==> src/rtl/pulse_word_decoder.sv <==
// Receive side of the delay-line serial link: recovers return-to-zero pulse words, tags them with an address.
// Define PULSE_WORD_DECODER_GLITCH_FILTER_EN to add a 3-sample majority filter behind the input synchroniser.
module pulse_word_decoder #(
    parameter int DATA_WIDTH   = 16,
    parameter int ADDR_WIDTH   = 8,
    parameter int PW_WIDTH     = 8,
    parameter int PG_WIDTH     = 8,
    parameter int OFFSET_WIDTH = 8
) (
    input  logic                    clk,
    input  logic                    n_reset,
    input  logic                    run,
    input  logic                    in,
    input  logic [PW_WIDTH-1:0]     pulse_width,
    input  logic [PG_WIDTH-1:0]     pulse_gap,
    input  logic [ADDR_WIDTH-1:0]   no_nums,
    input  logic [OFFSET_WIDTH-1:0] bit_offset,
    output logic [DATA_WIDTH-1:0]   word_data,
    output logic [ADDR_WIDTH-1:0]   word_addr,
    output logic                    word_valid,
    input  logic                    word_ack,
    output logic                    overrun,
    output logic                    locked,
    output logic                    edge_error
);

    localparam int CW  = ((PW_WIDTH > PG_WIDTH) ? PW_WIDTH : PG_WIDTH) + 1;
    localparam int BCW = (DATA_WIDTH > 1) ? $clog2(DATA_WIDTH) : 1;

    typedef enum logic [1:0] {IDLE, WAIT_EDGE, SKIP, RECV} state_t;

    state_t                  state;
    state_t                  state_nxt;
    logic [1:0]              sync_ff;
    logic                    lvl;
    logic                    lvl_d;
    logic                    rise;
    logic [CW-1:0]           slot_ctr;
    logic [CW-1:0]           slot_len;
    logic [CW-1:0]           ctr_adv;
    logic [CW-1:0]           gap_ext;
    logic [CW-1:0]           sample_pt;
    logic [CW-1:0]           ctr_dist;
    logic                    in_window;
    logic                    at_sample;
    logic                    skip_done;
    logic [OFFSET_WIDTH-1:0] skip_ctr;
    logic [BCW-1:0]          bit_cnt;
    logic [DATA_WIDTH-1:0]   shift_reg;
    logic                    word_done;
    logic [ADDR_WIDTH-1:0]   addr_ctr;

    always_ff @(posedge clk or negedge n_reset) begin
        if (!n_reset) begin
            sync_ff <= '0;
        end else if (!run) begin
            sync_ff <= '0;
        end else begin
            sync_ff <= {sync_ff[0], in};
        end
    end

`ifdef PULSE_WORD_DECODER_GLITCH_FILTER_EN
    logic [1:0] filt_hist;
    logic       filt_lvl;

    always_ff @(posedge clk or negedge n_reset) begin
        if (!n_reset) begin
            filt_hist <= '0;
            filt_lvl  <= 1'b0;
        end else if (!run) begin
            filt_hist <= '0;
            filt_lvl  <= 1'b0;
        end else begin
            filt_hist <= {filt_hist[0], sync_ff[1]};
            filt_lvl  <= (sync_ff[1] & filt_hist[0]) | (sync_ff[1] & filt_hist[1]) |
                         (filt_hist[0] & filt_hist[1]);
        end
    end

    assign lvl = filt_lvl;
`else
    assign lvl = sync_ff[1];
`endif

    // lvl_d is the timing reference: slot_ctr == pulse_gap on its first high cycle after an edge
    always_ff @(posedge clk or negedge n_reset) begin
        if (!n_reset) begin
            lvl_d <= 1'b0;
        end else if (!run) begin
            lvl_d <= 1'b0;
        end else begin
            lvl_d <= lvl;
        end
    end

    assign rise = lvl & ~lvl_d;

    // An edge is judged against the count the slot timer would advance to on this cycle
    always_comb begin
        slot_len  = CW'(pulse_width) + CW'(pulse_gap);
        gap_ext   = CW'(pulse_gap);
        sample_pt = gap_ext + CW'(pulse_width >> 1);
        ctr_adv   = (slot_ctr >= slot_len - CW'(1)) ? '0 : slot_ctr + CW'(1);
        ctr_dist  = (ctr_adv >= gap_ext) ? (ctr_adv - gap_ext) : (gap_ext - ctr_adv);
        in_window = (ctr_dist <= CW'(1));
        at_sample = (slot_ctr == sample_pt);
        skip_done = at_sample && (skip_ctr == bit_offset - OFFSET_WIDTH'(1));
    end

    always_ff @(posedge clk or negedge n_reset) begin
        if (!n_reset) begin
            state <= IDLE;
        end else begin
            state <= state_nxt;
        end
    end

    always_comb begin
        state_nxt = state;
        if (!run) begin
            state_nxt = IDLE;
        end else begin
            case (state)
                IDLE:      state_nxt = WAIT_EDGE;
                WAIT_EDGE: if (rise && (pulse_width != '0))
                               state_nxt = (bit_offset == '0) ? RECV : SKIP;
                SKIP:      if (skip_done) state_nxt = RECV;
                default:   state_nxt = state;
            endcase
        end
    end

    always_comb begin
        locked = (state == SKIP) || (state == RECV);
    end

    always_ff @(posedge clk or negedge n_reset) begin
        if (!n_reset) begin
            slot_ctr   <= '0;
            edge_error <= 1'b0;
            skip_ctr   <= '0;
        end else if (!run) begin
            slot_ctr   <= '0;
            edge_error <= 1'b0;
            skip_ctr   <= '0;
        end else begin
            edge_error <= 1'b0;
            case (state)
                WAIT_EDGE: slot_ctr <= (rise && (pulse_width != '0)) ? gap_ext : '0;
                SKIP, RECV: begin
                    slot_ctr <= (rise && in_window) ? gap_ext : ctr_adv;
                    if (rise && !in_window) edge_error <= 1'b1;
                end
                default:   slot_ctr <= '0;
            endcase
            if (state == SKIP && at_sample) skip_ctr <= skip_ctr + OFFSET_WIDTH'(1);
        end
    end

    // Bit framing: the finished word is handed over one clock after its last sample
    always_ff @(posedge clk or negedge n_reset) begin
        if (!n_reset) begin
            shift_reg <= '0;
            bit_cnt   <= '0;
            word_done <= 1'b0;
        end else if (!run) begin
            shift_reg <= '0;
            bit_cnt   <= '0;
            word_done <= 1'b0;
        end else begin
            word_done <= 1'b0;
            if (state == RECV && at_sample) begin
                shift_reg <= {shift_reg[DATA_WIDTH-2:0], lvl_d};
                if (bit_cnt == BCW'(DATA_WIDTH - 1)) begin
                    bit_cnt   <= '0;
                    word_done <= 1'b1;
                end else begin
                    bit_cnt <= bit_cnt + BCW'(1);
                end
            end
        end
    end

    always_ff @(posedge clk or negedge n_reset) begin
        if (!n_reset) begin
            word_data  <= '0;
            word_addr  <= '0;
            word_valid <= 1'b0;
            overrun    <= 1'b0;
            addr_ctr   <= '0;
        end else if (!run) begin
            word_data  <= '0;
            word_addr  <= '0;
            word_valid <= 1'b0;
            overrun    <= 1'b0;
            addr_ctr   <= '0;
        end else if (word_done) begin
            word_data  <= shift_reg;
            word_addr  <= addr_ctr;
            word_valid <= 1'b1;
            if (word_valid && !word_ack) overrun <= 1'b1;
            if ((no_nums <= ADDR_WIDTH'(1)) || (addr_ctr >= no_nums - ADDR_WIDTH'(1)))
                addr_ctr <= '0;
            else
                addr_ctr <= addr_ctr + ADDR_WIDTH'(1);
        end else if (word_ack) begin
            word_valid <= 1'b0;
        end
    end

endmodule

==> config.mk <==
export PLATFORM = sky130hd
export DESIGN_NAME = pulse_word_decoder
export DESIGN_NICKNAME = d
export VERILOG_FILES = /design/src/rtl/pulse_word_decoder.sv
export SDC_FILE = /design/constraint.sdc
export NUM_CORES = 1
export LEC_CHECK = 0
export CAP_MARGIN = 15
export CORE_UTILIZATION = 30
export CTS_BUF_LIST = sky130_fd_sc_hd__clkbuf_2
export DETAILED_ROUTE_END_ITERATION = 12
export PLACE_DENSITY = 0.52
export SLEW_MARGIN = 25
export SYNTH_ARGS = -nofsm -noshare
export SYNTH_HDL_FRONTEND = slang
export SYNTH_SLANG_ARGS = --single-unit
==> constraint.sdc <==
create_clock -name clk -period 4 [get_ports clk]
set_clock_uncertainty 0.05 [all_clocks]
set_input_delay 0.4 -clock clk [delete_from_list [all_inputs] [get_ports clk]]
set_output_delay 0.4 -clock clk [all_outputs]
set_load 0.005 [all_outputs]
==> flow_metrics.env, run 1 <==
export IMPL_crit_top_cell="inv_2"
export IMPL_dp_cells=1042
export IMPL_wire_per_inst_um=14.4
export IMPL_endpoint="slot_ctr[1]"
export IMPL_ys_types=65
export IMPL_die_h_um=145
export IMPL_synthArstFlopShare_pct=100
export IMPL_syn_to_final_growth_pct=36.3
export IMPL_hold_ws_ps=174
export IMPL_finalMaxSlewViolations=0
export IMPL_reg2regPathDepth=19
export IMPL_grtUsageMet1_pct=18.5
export IMPL_nets=910
export IMPL_switchingPower_w=0.000635
export IMPL_grt_use_met2_pct=25.6
export IMPL_p_leak_nw=3.73
export IMPL_synth_edff_count=0
export IMPL_slew_headroom_pct=48.1
export IMPL_multiInputGateArea_um2=4280
export IMPL_synth_area_um2=6130
export IMPL_rrSetupSlack_ps=-120
export IMPL_dr_pass1_iters=4
export IMPL_power_frac_comb_pct=36.4
export IMPL_worstPathArrival_ps=5400
export IMPL_failed_checks="setup timing"
export IMPL_synth_net_count=742
export IMPL_ir_drop_mv=0.230
export IMPL_drt_iter0_drc=199
export IMPL_dpl_hpwl_um=11600
export IMPL_numCtsBuffers=9
export IMPL_grt_use_met3_pct=3.55
export IMPL_port_buffers=64
export IMPL_worst_path_largest_cell_delay_ps=350
export IMPL_synth_yosys_warnings=0
export IMPL_finalSetupViolCount=10
export IMPL_p_int_w=0.00123
export IMPL_fillers=1909
export IMPL_synth_area_leaders="dfrtp_1, ha_1, mux2i_1"
export IMPL_timing_rr_start="slot_ctr[2]"
export IMPL_core_area_um2=19800
export IMPL_cp_required_ps=4420
export IMPL_syn_inst=635
export IMPL_antenna_found_initial=1
export IMPL_drv_cap=0
export IMPL_insertion_delay_ps=570
export IMPL_vias_per_cell=4.80
export IMPL_drive_gt1_share_pct=29.5
export IMPL_tns_ps=-9570
export IMPL_period_minus_slack_ps=4980
export IMPL_rsz0062_at_grt="true"
export IMPL_dpl_instance_area_um2=7860
export IMPL_wl_um=15500
export IMPL_first_global_vias=5173
export IMPL_hold_viol=0
export IMPL_sw_frac_of_total_pct=34.0
export IMPL_dieArea_um2=21000
export IMPL_period_share_pct=125
export IMPL_ctsRootBufferMaster="clkbuf_2"
export IMPL_seqCellArea_um2=1950
export IMPL_worstMarginPinSlew_ps=778
export IMPL_setup_ws_ps=-985
export IMPL_initial_core_util_pct=31.0
export IMPL_crit_type="input pin to flop"
export IMPL_crit_path_start="pulse_gap[1]"
export IMPL_rows=51
export IMPL_max_freq_mhz=201
export IMPL_ys_ff_latch=78
export IMPL_gr_total_overflow=0
export IMPL_final_area_um2=8360
export IMPL_die_w_um=145
export IMPL_power_density_nw_per_um2=223
export IMPL_track_usage_pct=14.9
export IMPL_power_frac_seq_pct=43.7
export IMPL_htreeDepth=3
export IMPL_place_gp_congestion=0.852
export IMPL_grt_pass1_wl_um=25400
export IMPL_totalPowerFinal_w=0.00187
export IMPL_hp_class="input pin to flop"
export IMPL_clock_sinks=78
export IMPL_power_share_clock_pct=19.9
export IMPL_ys_flop_type="dfrtp_1"
export IMPL_top_level_ports=65
export IMPL_final_cells=1074
export IMPL_r2r_end="slot_ctr[1]"
export IMPL_clk_pin_slew_ps=190
export IMPL_status="complete, but fails checks"
export IMPL_cp_end_kind="flop"
export IMPL_grt_max_degree=79
export IMPL_cts_tree="yes"
export IMPL_crit_path_start_kind="input pin"
export IMPL_antenna_left=0
export IMPL_synth_top_cell_by_area="dfrtp_1"
export IMPL_ys_seq_area_share_pct=31.8
export IMPL_synth_top_area_share_pct=31.8
export IMPL_syn_area_per_cell_um2=9.66
export IMPL_crit_slowest_cell="fa_2"
export IMPL_num_vias=5154
export IMPL_cts_buffer_depth=2
export IMPL_critPathMaxFanout=8
export IMPL_busiest_layer="met2"
export IMPL_drcViolationCount=0
## what timing repair did
action | 4_1_cts | 5_1_grt
setup endpoints to repair | 10 | 10
buffers inserted | 11 | 3
pin swaps | 44 | 33
hold endpoints to repair | 78 | 0
resized for setup | 81 | 34
hold buffers | 1 | 0
cloned | 0 | 1
## cells by family after synthesis
family	count (synthesis)	share of synthesized area (%)
compound gates	115	14.1
xor+xnor	56	8.00
fa+ha+maj	70	14.8
buf+inv	79	5.37
flops	78	31.8
mux	49	8.10
simple gates	188	17.8
## metrics by stage
stage               utilization, %  setup WS [ps]
finish                        42.3           -985
global route                  42.3          -1140
CTS                           41.4          -1060
detailed placement            39.7          -2260
global placement              39.7          -2140
floorplan                        -          -1520
## metal layers
layer / wire (µm) / share of wire, % / up-vias
met5: 0 / 0 / -
met4: 244 / 1.6 / 0
met3: 663 / 4.3 / 30
met2: 7510 / 49 / 99
met1: 7060 / 46 / 2475
li1: - / - / 2550
## power by group through the flow
stage | combinational (W) | sequential, W | clock [W]
after floorplan | 0.000369 | 0.000827 | 0
after global placement | 0.000603 | 0.000828 | 0
after detailed placement | 0.000620 | 0.000829 | 0
after CTS | 0.000659 | 0.000815 | 0.000399
after global routing | 0.000753 | 0.000818 | 0.000427
final | 0.000680 | 0.000815 | 0.000371
## how the worst min path moves through the flow
stage	startpoint	end	slack, ps	depth (start not counted)
2_1_floorplan	n_reset	addr_ctr[0]	50	0
3_3_place_gp	sync_ff[0]	sync_ff[1]	390	1
3_5_place_dp	sync_ff[0]	sync_ff[1]	390	1
4_1_cts	pulse_gap[0]	slot_ctr[0]	100	4
5_1_grt	pulse_gap[2]	slot_ctr[2]	110	4
6_report	pulse_gap[0]	slot_ctr[0]	170	4
## Yosys cell counts (6+ instances only)
cell,count
dfrtp_1,78
ha_1,66
inv_1,61
nor2b_1,52
mux2i_1,47
xnor2_1,31
xor2_1,25
a21oi_1,24
nand2_1,23
nor2_1,20
a21o_1,17
nand3_1,17
o21ai_0,13
nand2b_1,11
and2_1,10
clkbuf_1,10
nor3_1,10
a31oi_1,9
nand4_1,8
o22ai_2,8
o21bai_1,7
nor4_1,6
## area by class of cell
class / count / share of cell area, %
antenna: 1 / 0.0299
clock buffer: 10 / 0.599
clock inverter: 6 / 0.449
inverter: 61 / 2.81
multi-input combinational: 479 / 51.2
sequential: 78 / 23.3
tap: 265 / 3.97
timing repair buffer: 174 / 17.6
## layout by cell type, fill, tap and decap left out, drive strengths merged, types with 24 or more instances in the layout
master	netlist	routed
xnor2	31	31
clkdlybuf4s50	0	49
nor2b	52	52
inv	61	61
xor2	25	25
mux2i	47	47
dfrtp	78	78
a21oi	24	24
ha	66	66
buf	8	119
## critical path: cells and delay by family
kind | cells | cell delay (ps)
buffers and inverters | 8 | 710
adder cells (fa/ha/maj) | 5 | 1210
AND/OR/NAND/NOR | 6 | 1040
XOR/XNOR | 1 | 160
AO/OA/AOI/OAI | 11 | 1880
(Power assumes the default switching activity.)
==> run 2: changes to the inputs <==
--- a/config.mk
+++ b/config.mk
@@ -9,7 +9,9 @@
 export CORE_UTILIZATION = 30
 export CTS_BUF_LIST = sky130_fd_sc_hd__clkbuf_2
 export DETAILED_ROUTE_END_ITERATION = 12
+export MAX_ROUTING_LAYER = met4
 export PLACE_DENSITY = 0.52
+export SKIP_LAST_GASP = 1
 export SLEW_MARGIN = 25
 export SYNTH_ARGS = -nofsm -noshare
 export SYNTH_HDL_FRONTEND = slang
==> run 2 against run 1 <==
The run still ends with setup timing left. Cell area increased by 2.9%. Hold slack got worse by 33 ps. Routed wire length increased by 2.2%. Combinational power increased by 4.1%. Highest routed layer unchanged.
==> flow_metrics.env, run 2 (synthesis results as in run 1) <==
export IMPL_wire_per_inst_um=14.4
export IMPL_first_global_vias=5442
export IMPL_gr_total_overflow=0
export IMPL_nets=938
export IMPL_antenna_found_initial=0
export IMPL_drv_cap=0
export IMPL_dieArea_um2=21000
export IMPL_power_frac_seq_pct=40.2
export IMPL_period_share_pct=126
export IMPL_worstMarginPinSlew_ps=771
export IMPL_antenna_left=0
export IMPL_cp_top_family="simple AND/OR/NAND/NOR gates"
export IMPL_htreeDepth=3
export IMPL_dpl_hpwl_um=11600
export IMPL_hp_class="input pin to flop"
export IMPL_pre_cts_slack_ps=-2270
export IMPL_crit_path_start_kind="input pin"
export IMPL_failed_checks="setup timing"
export IMPL_final_cells=1101
export IMPL_cts_buffer_depth=2
export IMPL_slew_headroom_pct=48.6
export IMPL_core_area_um2=19800
export IMPL_p_int_w=0.00139
export IMPL_period_minus_slack_ps=5050
export IMPL_critPathMaxFanout=9
export IMPL_p_leak_nw=3.91
export IMPL_drcViolationCount=0
export IMPL_track_usage_pct=16.1
export IMPL_vias_per_cell=4.73
export IMPL_drt_iter0_drc=192
export IMPL_crit_type="input pin to flop"
export IMPL_fillers=1903
export IMPL_tns_ps=-10430
export IMPL_setup_ws_ps=-1050
export IMPL_die_w_um=145
export IMPL_timing_critical_path_buf_inv=11
export IMPL_clock_sinks=78
export IMPL_antenna_cells=0
export IMPL_power_density_nw_per_um2=236
export IMPL_ir_drop_mv=0.135
export IMPL_ctsRootBufferMaster="clkbuf_2"
export IMPL_initial_core_util_pct=31.0
export IMPL_hold_viol=0
export IMPL_finalMaxSlewViolations=0
export IMPL_cp_end_kind="flop"
export IMPL_grt_max_degree=79
export IMPL_syn_to_final_growth_pct=40.2
export IMPL_crit_top_cell="buf_4"
export IMPL_numCtsBuffers=9
export IMPL_cp_required_ps=4450
export IMPL_crit_slowest_cell="or4_4"
export IMPL_finalSetupViolCount=10
export IMPL_place_gp_congestion=0.841
export IMPL_switchingPower_w=0.000640
export IMPL_grt_pass1_wl_um=26800
export IMPL_insertion_delay_ps=570
export IMPL_final_cell_mix="buf_4, dfrtp_1, nor2b_1, ha_1, clkdlybuf4s50_1"
export IMPL_clk_pin_slew_ps=240
export IMPL_power_share_clock_pct=24.9
export IMPL_worstPathArrival_ps=5500
export IMPL_cts_tree="yes"
export IMPL_port_buffers=64
export IMPL_status="complete, but fails checks"
export IMPL_wl_um=15800
export IMPL_sw_frac_of_total_pct=31.6
export IMPL_rsz0062_at_grt="true"
export IMPL_num_vias=5203
export IMPL_dp_cells=1043
export IMPL_final_common_cell="buf_4"
export IMPL_top_level_ports=65
export IMPL_worst_path_largest_cell_delay_ps=530
export IMPL_drive_gt1_share_pct=31.3
export IMPL_rows=51
export IMPL_dr_pass1_iters=4
export IMPL_max_freq_mhz=198
export IMPL_power_frac_comb_pct=34.9
export IMPL_die_h_um=145
[run 2: cell types whose count changed in the layout (fill, tap and decap cells not counted), sizes merged]
cell           before  now
clkdlybuf4s50      49   50
diode               1    0
bufinv              0    2
clkinv              4    2
buf               119  147
a31o                2    1
dlymetal6s2s        2    0
dlygate4sd2         1    2
clkdlybuf4s15       1    3
clkinvlp            2    1
[run 2: through the flow]
step,instance area [µm²],util (%),total power (W),hold WS [ps]
finish,8600,43.5,0.00203,140
global route,8600,43.5,0.00217,92.7
CTS,8450,42.7,0.00203,72.5
detailed placement,7850,39.7,0.00145,392
global placement,7850,39.7,0.00143,391
floorplan,6240,-,0.00120,54.4
[run 2: final timing paths]
check	startpoint	to	slack (ps)	cells past startpoint
max	pulse_gap[1]	slot_ctr[0]	-1050	32
min	pulse_gap[2]	slot_ctr[2]	140	4
max reg2reg	slot_ctr[2]	slot_ctr[0]	-180	17
min reg2reg	sync_ff[0]	sync_ff[1]	430	1
max in group asynchronous	n_reset	skip_ctr[7]	3000	2
min in group asynchronous	n_reset	slot_ctr[3]	310	2
[run 2: final cells by class]
class	count	area (µm²)	area share [%]
Clock buffer	11	55.1	0.640
Clock inverter	5	82.6	0.960
Inverter	61	243	2.82
Multi-Input combinational cell	478	4230	49.2
Sequential cell	78	1950	22.7
Tap cell	265	332	3.86
Timing Repair Buffer	203	1710	19.8
[run 2: per-layer routing]
| metal | global-route usage, % | share of wire, % |
|---|---|---|
| met5 | - | 0 |
| met4 | 4.84 | 1.6 |
| met2 | 26.9 | 49 |
| met1 | 19.7 | 46 |
| met3 | 2.74 | 3.0 |
[run 2: timing repair]
action | in CTS | in global routing
resized for setup | 84 | 31
setup buffers | 38 | 3
hold buffers | 1 | 0
pin swaps | 45 | 33
setup endpoints to repair | 10 | 10
hold endpoints to repair | 78 | 0
[run 2: worst min-delay path: stages]
cell     delay (ps)
buf_8           100
inv_4            50
buf_4           140
o22ai_2          70
[run 2: power groups by stage]
stage	sequential (W)	combinational [W]	clock, W
after floorplan	0.000827	0.000369	0
after global placement	0.000828	0.000606	0
after detailed placement	0.000829	0.000617	0
after CTS	0.000815	0.000680	0.000539
after global routing	0.000818	0.000784	0.000565
final	0.000815	0.000708	0.000505
==> run 3: changes to the inputs <==
--- a/config.mk
+++ b/config.mk
@@ -9,8 +9,9 @@
 export CORE_UTILIZATION = 30
 export CTS_BUF_LIST = sky130_fd_sc_hd__clkbuf_2
 export DETAILED_ROUTE_END_ITERATION = 12
+export DONT_BUFFER_PORTS = 1
 export MAX_ROUTING_LAYER = met4
-export PLACE_DENSITY = 0.52
+export PLACE_DENSITY = 0.48
 export SKIP_LAST_GASP = 1
 export SLEW_MARGIN = 25
 export SYNTH_ARGS = -nofsm -noshare
==> run 3 against run 2 <==
Critical path type unchanged. Die area stayed put. The flow still finishes with violations (setup timing). First-iteration DRC count is 2.1% lower. Setup slack better by 180 ps. Power is 6.6% lower. Critical path depth is 3 lower. Largest cell class unchanged. Hold slack worse by 80 ps. Global-route usage is 0.20 points lower. Register-to-register slack hardly changed. Cell area is 8.3% lower. Flip-flop and latch count stayed put.
==> flow_metrics.env, run 3 (synthesis results as in run 1) <==
export IMPL_status="complete, but fails checks"
export IMPL_failed_checks="setup timing"
export IMPL_grt_pass1_wl_um=26100
export IMPL_final_cell_mix="buf_4, dfrtp_1, ha_1, nor2b_1, inv_1"
export IMPL_worst_path_largest_cell_delay_ps=490
export IMPL_dpl_hpwl_um=11300
export IMPL_setup_ws_ps=-868
export IMPL_p_leak_nw=3.52
export IMPL_antenna_left=0
export IMPL_grt_max_degree=79
export IMPL_drcViolationCount=0
export IMPL_htreeDepth=3
export IMPL_die_h_um=145
export IMPL_clk_pin_slew_ps=250
export IMPL_reg2regPathDepth=19
export IMPL_first_global_vias=5163
export IMPL_power_density_nw_per_um2=240
export IMPL_final_core_util_pct=39.9
export IMPL_finalSetupViolCount=10
export IMPL_worstMarginPinSlew_ps=770
export IMPL_nets=851
export IMPL_num_vias=4968
export IMPL_vias_per_cell=4.90
export IMPL_cts_tree="yes"
export IMPL_cp_required_ps=4490
export IMPL_antenna_found_initial=0
export IMPL_drt_iter0_drc=188
export IMPL_ctsRootBufferMaster="clkbuf_2"
export IMPL_track_usage_pct=15.9
export IMPL_antenna_cells=0
export IMPL_rows=51
export IMPL_drv_cap=0
export IMPL_worstPathArrival_ps=5360
export IMPL_crit_slowest_cell="or4_4"
export IMPL_slew_headroom_pct=48.7
export IMPL_core_area_um2=19800
export IMPL_tns_ps=-8320
export IMPL_gr_total_overflow=0
export IMPL_wl_um=15900
export IMPL_max_freq_mhz=205
export IMPL_hold_ws_ps=60.1
export IMPL_crit_top_cell="inv_2"
export IMPL_dr_pass1_iters=4
export IMPL_crit_path_start_kind="input pin"
export IMPL_die_w_um=145
export IMPL_ir_drop_mv=0.111
export IMPL_wire_per_inst_um=15.7
export IMPL_cp_end_kind="flop"
export IMPL_dieArea_um2=21000
export IMPL_cts_buffer_depth=2
export IMPL_numCtsBuffers=9
export IMPL_critPathMaxFanout=6
export IMPL_fillers=1983
export IMPL_port_buffers=0
export IMPL_period_share_pct=122
export IMPL_period_minus_slack_ps=4870
export IMPL_crit_type="input pin to flop"
export IMPL_initial_core_util_pct=31.0
export IMPL_hold_viol=0
export IMPL_top_level_ports=65
export IMPL_insertion_delay_ps=600
export IMPL_place_gp_congestion=0.849
export IMPL_holdPathStages=3
export IMPL_drive_gt1_share_pct=29.1
export IMPL_hp_class="input pin to flop"
export IMPL_pre_cts_slack_ps=-1730
export IMPL_totalPowerFinal_w=0.00189
export IMPL_finalMaxSlewViolations=0
export IMPL_clock_sinks=78
export IMPL_rsz0062_at_grt="true"
export IMPL_syn_to_final_growth_pct=28.5
export IMPL_final_common_cell="buf_4"
[run 3: cell types whose count changed in the layout (fill, tap and decap cells not counted), sizes merged, moves of 3 or more]
cell / delta
buf: -44
clkdlybuf4s15: -3
clkdlybuf4s50: -50
clkinvlp: +3
dlygate4sd3: +11
inv: +3
[run 3: critical path: cells and delay by family]
| kind | cells | cell delay (ps) |
|---|---|---|
| buffers and inverters | 6 | 460 |
| AO/OA/AOI/OAI | 10 | 1510 |
| AND/OR/NAND/NOR | 7 | 1620 |
| adder cells (fa/ha/maj) | 5 | 1180 |
| XOR/XNOR | 1 | 140 |
[run 3: final cells by class]
cell class                 count  area [µm²]  share of cell area, %
clock buffer                   9        45.0                  0.571
clock inverter                 7        62.6                  0.794
inverter                      61         235                   2.98
multi-input combinational    479        4300                   54.5
sequential                    78        1950                   24.8
tap                          265         332                   4.21
timing repair buffer         115         961                   12.2
[run 3: repair_timing]
item | CTS | global route
endpoints found under the hold margin | 150 | 0
endpoints found under the setup margin | 10 | 10
setup buffers | 20 | 7
cloned | 0 | 1
pin swaps | 34 | 32
gates resized for setup | 43 | 29
hold buffers | 14 | 0
[run 3: metal layers]
metal	track usage (%)	share of wire, %	vias to the layer above	wire (µm)
li1	-	-	2449	-
met1	19.3	45	2413	7230
met2	25.9	49	77	7740
met3	2.77	3.6	29	581
met4	6.60	2.4	0	390
met5	-	0	-	0
[run 3: through the flow]
stage,instances,area [µm²]
2_1_floorplan,635,6240
3_3_place_gp,956,7030
3_5_place_dp,956,7030
4_1_cts,1006,7650
5_1_grt,1014,7880
6_report,1014,7880
[run 3: worst paths after layout]
path	from	end	slack (ps)
worst max register to register	slot_ctr[0]	slot_ctr[1]	-190
worst max-delay path	pulse_gap[1]	slot_ctr[1]	-870
max in group asynchronous	n_reset	shift_reg[13]	3210
min in group asynchronous	n_reset	addr_ctr[0]	340
worst min-delay path	pulse_gap[6]	slot_ctr[6]	60
worst min register to register	sync_ff[0]	sync_ff[1]	460
[run 3: report_power, final]
part | switching (W) | total, W | leakage, nW | internal, W
Sequential | 0.0000130 | 0.000816 | 1.09 | 0.000803
Clock | 0.000340 | 0.000435 | 0.0590 | 0.0000943
Combinational | 0.000323 | 0.000643 | 2.38 | 0.000320
Total | 0.000677 | 0.00189 | 3.52 | 0.00122
